===== src/rtl/imuldiv_mul_arbiter.sv =====
// Round-robin front end sharing one iterative 32x32 multiplier between two
// requesters; one transaction in flight, response routed back to its issuer.
module imuldiv_mul_arbiter #(
  parameter int CNT_W = 16
) (
  input  logic                clk,
  input  logic                reset,

  input  logic signed [31:0]  req0_msg_a,
  input  logic signed [31:0]  req0_msg_b,
  input  logic                req0_val,
  output logic                req0_rdy,
  input  logic signed [31:0]  req1_msg_a,
  input  logic signed [31:0]  req1_msg_b,
  input  logic                req1_val,
  output logic                req1_rdy,

  output logic signed [63:0]  resp0_msg_result,
  output logic                resp0_val,
  input  logic                resp0_rdy,
  output logic signed [63:0]  resp1_msg_result,
  output logic                resp1_val,
  input  logic                resp1_rdy,

  output logic signed [31:0]  mulreq_msg_a,
  output logic signed [31:0]  mulreq_msg_b,
  output logic                mulreq_val,
  input  logic                mulreq_rdy,
  input  logic signed [63:0]  mulresp_msg_result,
  input  logic                mulresp_val,
  output logic                mulresp_rdy,

  output logic [CNT_W-1:0]    done_cnt0,
  output logic [CNT_W-1:0]    done_cnt1
);

  typedef enum logic {
    ST_IDLE = 1'b0,
    ST_WAIT = 1'b1
  } state_t;

  state_t             state_q, state_d;
  logic               owner_q, owner_d;
  logic               prio_q, prio_d;
  logic [CNT_W-1:0]   done_cnt0_q, done_cnt0_d;
  logic [CNT_W-1:0]   done_cnt1_q, done_cnt1_d;

  logic               in_idle;
  logic               in_wait;
  logic               gnt_any;
  logic               gnt_sel;
  logic               owner_rdy;
  logic               req_fire;
  logic               resp_fire;

  // Grant: a lone requester wins; on a tie the prio port wins.
  always_comb begin
    in_idle = (state_q == ST_IDLE) && !reset;
    in_wait = (state_q == ST_WAIT) && !reset;
    gnt_any = req0_val | req1_val;
    gnt_sel = (req0_val && req1_val) ? prio_q : req1_val;
  end

  // Outputs are gated by reset so every val/rdy is low while reset is held.
  always_comb begin
    mulreq_msg_a     = gnt_sel ? req1_msg_a : req0_msg_a;
    mulreq_msg_b     = gnt_sel ? req1_msg_b : req0_msg_b;
    mulreq_val       = in_idle & gnt_any;
    req0_rdy         = in_idle & gnt_any & ~gnt_sel & mulreq_rdy;
    req1_rdy         = in_idle & gnt_any &  gnt_sel & mulreq_rdy;

    owner_rdy        = owner_q ? resp1_rdy : resp0_rdy;
    mulresp_rdy      = in_wait & owner_rdy;
    resp0_val        = in_wait & ~owner_q & mulresp_val;
    resp1_val        = in_wait &  owner_q & mulresp_val;
    resp0_msg_result = mulresp_msg_result;
    resp1_msg_result = mulresp_msg_result;

    done_cnt0        = done_cnt0_q;
    done_cnt1        = done_cnt1_q;
  end

  always_comb begin
    req_fire    = mulreq_val & mulreq_rdy;
    resp_fire   = mulresp_val & mulresp_rdy;
    state_d     = state_q;
    owner_d     = owner_q;
    prio_d      = prio_q;
    done_cnt0_d = done_cnt0_q;
    done_cnt1_d = done_cnt1_q;
    if (req_fire) begin
      state_d = ST_WAIT;
      owner_d = gnt_sel;
      prio_d  = ~gnt_sel;
    end
    if (resp_fire) begin
      state_d = ST_IDLE;
      if (owner_q) done_cnt1_d = done_cnt1_q + CNT_W'(1);
      else         done_cnt0_d = done_cnt0_q + CNT_W'(1);
    end
  end

  always_ff @(posedge clk) begin
    if (reset) begin
      state_q     <= ST_IDLE;
      owner_q     <= 1'b0;
      prio_q      <= 1'b0;
      done_cnt0_q <= '0;
      done_cnt1_q <= '0;
    end else begin
      state_q     <= state_d;
      owner_q     <= owner_d;
      prio_q      <= prio_d;
      done_cnt0_q <= done_cnt0_d;
      done_cnt1_q <= done_cnt1_d;
    end
  end

endmodule

===== config.mk =====
export PLATFORM = sky130hd
export DESIGN_NAME = imuldiv_mul_arbiter
export DESIGN_NICKNAME = d
export VERILOG_FILES = /design/src/rtl/imuldiv_mul_arbiter.sv
export SDC_FILE = /design/constraint.sdc
export NUM_CORES = 1
export LEC_CHECK = 0
export BUFFER_PORTS_ARGS = -buffer_cell sky130_fd_sc_hd__buf_2
export CAP_MARGIN = 20
export CORE_AREA = 2 2 165 167
export DETAILED_ROUTE_END_ITERATION = 6
export DIE_AREA = 0 0 167 169
export GPL_TIMING_DRIVEN = 0
export SLEW_MARGIN = 15
export SYNTH_ARGS = -nofsm -noshare
export SYNTH_HDL_FRONTEND = slang
export SYNTH_SLANG_ARGS = --single-unit

===== constraint.sdc =====
create_clock -name clk -period 4.15 [get_ports clk]
set_input_delay 0.2075 -clock clk [delete_from_list [all_inputs] [get_ports clk]]
set_output_delay 0.2075 -clock clk [all_outputs]
set_load 0.01 [all_outputs]

==> impl_metrics.py <==
metrics = {
    "job": {
        "cap_violations": 0,
    },
    "detailed_routing": {
        "viasPerCell": 3.56,
        "wire_per_inst_um": 12.6,
        "wirelength_mm": 14.0,
        "ant_nets": 0,
        "drtIter0Drc": 135,
        "remaining_drc_errors": 0,
        "dr.pass1.iters": 4,
        "vias": 3943,
    },
    "global_routing": {
        "antenna_found_initial": 3,
        "overflow": 0,
        "grt.total_usage_pct": 8.93,
        "grt_pass1_vias": 3476,
        "grt_pass1_wl_mm": 19.2,
        "grt_max_degree": 12,
    },
    "power_and_ir_drop": {
        "leakage_nw": 2.97,
        "p_seq_share_pct": 27.4,
        "p_comb_share_pct": 35.6,
        "swShare_pct": 28.2,
        "p_sw_mw": 0.351,
        "internal_power_mw": 0.893,
        "peakVddDrop_mv": 0.218,
        "powerDensity_nw_per_um2": 217,
        "clockPowerShare_pct": 37.0,
    },
    "worst_setup_path": {
        "cp_max_fo": 10,
        "reg2reg_depth": 5,
        "r2r-start": "state_q$_SDFFE_PP0P_",
        "cp.required_ns": 3.94,
        "crit_type": "reg2out",
        "reg2reg_to": "done_cnt1[15]$_SDFFE_PP0P_",
        "cp-start-kind": "register",
        "arrival_ns": 2.51,
        "rrSetupSlack_ns": 2.07,
        "end_kind": "output port",
    },
    "worst_hold_path": {
        "holdPathEnd": "prio_q$_SDFFE_PP0P_",
        "hp-start": "reset",
        "hp-class": "in2reg",
        "hold_depth": 2,
    },
    "place": {
        "io_buffer_count": 364,
        "dp_hpwl_mm": 12.5,
        "place_congestion": 0.855,
        "place_inst": 1100,
        "place_area_um2": 5570,
    },
    "cts": {
        "cts_setup_buffers": 0,
        "clock_latency_ns": 0.30,
        "clk_pin_slew_ns": 0.06,
        "postCtsHoldBufs": 0,
        "cts_tree": "done",
        "cts_sinks": 35,
        "ctsResizeCount": 0,
        "cts.htree.levels": 2,
        "cts_buffer_depth": 2,
        "clockRootBuffer": "clkbuf_16",
        "numCtsBuffers": 5,
    },
    "yosys": {
        "ys_async_sr_fraction_pct": 0,
        "syn-cell-area_um2": 3320,
        "synth_nets": 597,
        "ys_types": 34,
        "synthFlopType": "dfxtp_1",
        "ys_warn_count": 0,
        "syn_avg_cell_area_um2": 8.40,
        "synth_edf_count": 0,
        "netlist_instances": 395,
        "synth-seq-cells": 35,
        "synth-seq-area-share_pct": 21.1,
    },
    "layout": {
        "postLayoutCellArea_um2": 5740,
        "layout_commonest_cell": "buf_2",
        "syn_to_final_growth_pct": 73.0,
        "final_cell_mix": "buf_2, buf_4, mux2_2",
        "drive_above_1_share_pct": 74.1,
        "finalNetCount": 968,
        "instances_no_fill": 1109,
    },
    "die": {
        "start_util_pct": 12.5,
        "die-height_um": 169,
        "dieArea_um2": 28200,
        "core_um2": 26500,
        "die_w_um": 167,
        "ios": 430,
        "num_rows": 60,
    },
    "sta": {
        "final_hold_viol_count": 0,
        "grt_setup_unrepaired": "no",
        "min_period_ns": 2.72,
        "drv_slew": 0,
        "max_slew_margin_pct": 56.4,
        "setup_viol_count_final": 0,
        "post-route-period-util_pct": 65.5,
        "setup_tns_ns": 0,
        "worst_pin_slew_ns": 0.655,
        "clock_skew_ns": 0.00975,
        "max_freq_mhz": 368,
    },
    "run_status": {
        "status": "complete, no violations",
    },
}
## worst max-delay path by stage
stage                              startpoint               end  slack, ns
after floorplan           prio_q$_SDFFE_PP0P_  mulreq_msg_a[23]       2.33
after global placement               req0_val  mulreq_msg_a[28]       1.69
after detailed placement             req0_val  mulreq_msg_b[16]       1.65
after CTS                 prio_q$_SDFFE_PP0P_  mulreq_msg_b[16]       1.34
after global routing      prio_q$_SDFFE_PP0P_  mulreq_msg_a[28]       1.24
final                     prio_q$_SDFFE_PP0P_  mulreq_msg_b[16]       1.43
## critical path, stage by stage, from the launching register on
cell,delay (ns)
dfxtp_1,0.31
o21ai_0,0.32
clkbuf_1,0.49
clkbuf_1,0.53
mux2_2,0.41
buf_2,0.14
## area by class of cell
class	instances	area, um^2
Fill cell	2936	20800
Timing Repair Buffer	364	1820
Multi-Input combinational cell	206	1550
Buffer	143	1030
Sequential cell	35	701
Tap cell	341	427
Clock buffer	6	139
Inverter	11	41.3
Clock inverter	2	35.0
Antenna cell	1	2.50
## synth_stat cells, types with 2 or more instances
library cell    n  area [um^2]
and3_1          2         12.5
or4_1           3         22.5
or3_1          15         93.8
a21oi_1        19         95.1
nor2b_1         2         12.5
o21ai_0        17         85.1
nand3_1        12         60.1
and4_1          2         17.5
nor4_1          2         12.5
dfxtp_1        35          701
nand4_1         6         37.5
clkbuf_1       12         45.0
buf_4         128          961
buf_2           2         10.0
ha_1            2         25.0
inv_1          11         41.3
nand2b_1        2         12.5
nor2_1         16         60.1
xnor2_1         9         78.8
nor3_1          6         30.0
mux2_2         64          721
xor2_1          4         35.0
nand2_1        13         48.8
## through the flow
stage,power (mW),hold slack [ns],setup WS [ns],utilization (%)
after floorplan,0.597,0.367,2.33,-
after global placement,0.793,0.450,1.69,21.0
after detailed placement,0.796,0.456,1.65,21.0
after CTS,1.27,0.147,1.34,21.7
after global routing,1.30,0.157,1.24,21.7
final,1.24,0.143,1.43,21.7
## power groups by stage
stage | clock network, mW | logic (mW) | registers [mW]
after floorplan | 0 | 0.250 | 0.347
after global placement | 0 | 0.445 | 0.348
after detailed placement | 0 | 0.448 | 0.348
after CTS | 0.476 | 0.449 | 0.341
after global routing | 0.481 | 0.476 | 0.341
final | 0.461 | 0.443 | 0.341
## state kept, by name, summed over array words and instances, names as in the netlist
register,count
done_cnt1,16
done_cnt0,16
owner_q,1
state_q,1
prio_q,1
## logic make-up (layout without fill, tap and decap cells)
group                      Yosys count  after routing  synth area share (%)
muxes                               65             65                  22.0
xor gates and xnor gates            13             13                  3.43
adders and majority gates            2              2                 0.754
other                                0              1                     0
AOI/OAI and AO/OA                   39             39                  6.18
and+or+nand+nor                     87             87                  14.3
buffers and inverters              154            526                  32.2
DFF                                 35             35                  21.1
## per-layer routing
layer	GRT usage, %	part of all wire (%)	vias to the layer above	wire, um
li1	-	-	1971	-
met1	9.54	36	1734	5060
met2	16.9	53	224	7340
met3	2.31	9.2	14	1280
met4	3.04	2.0	0	286
met5	0	0	-	0
(Power assumes the default switching activity.)
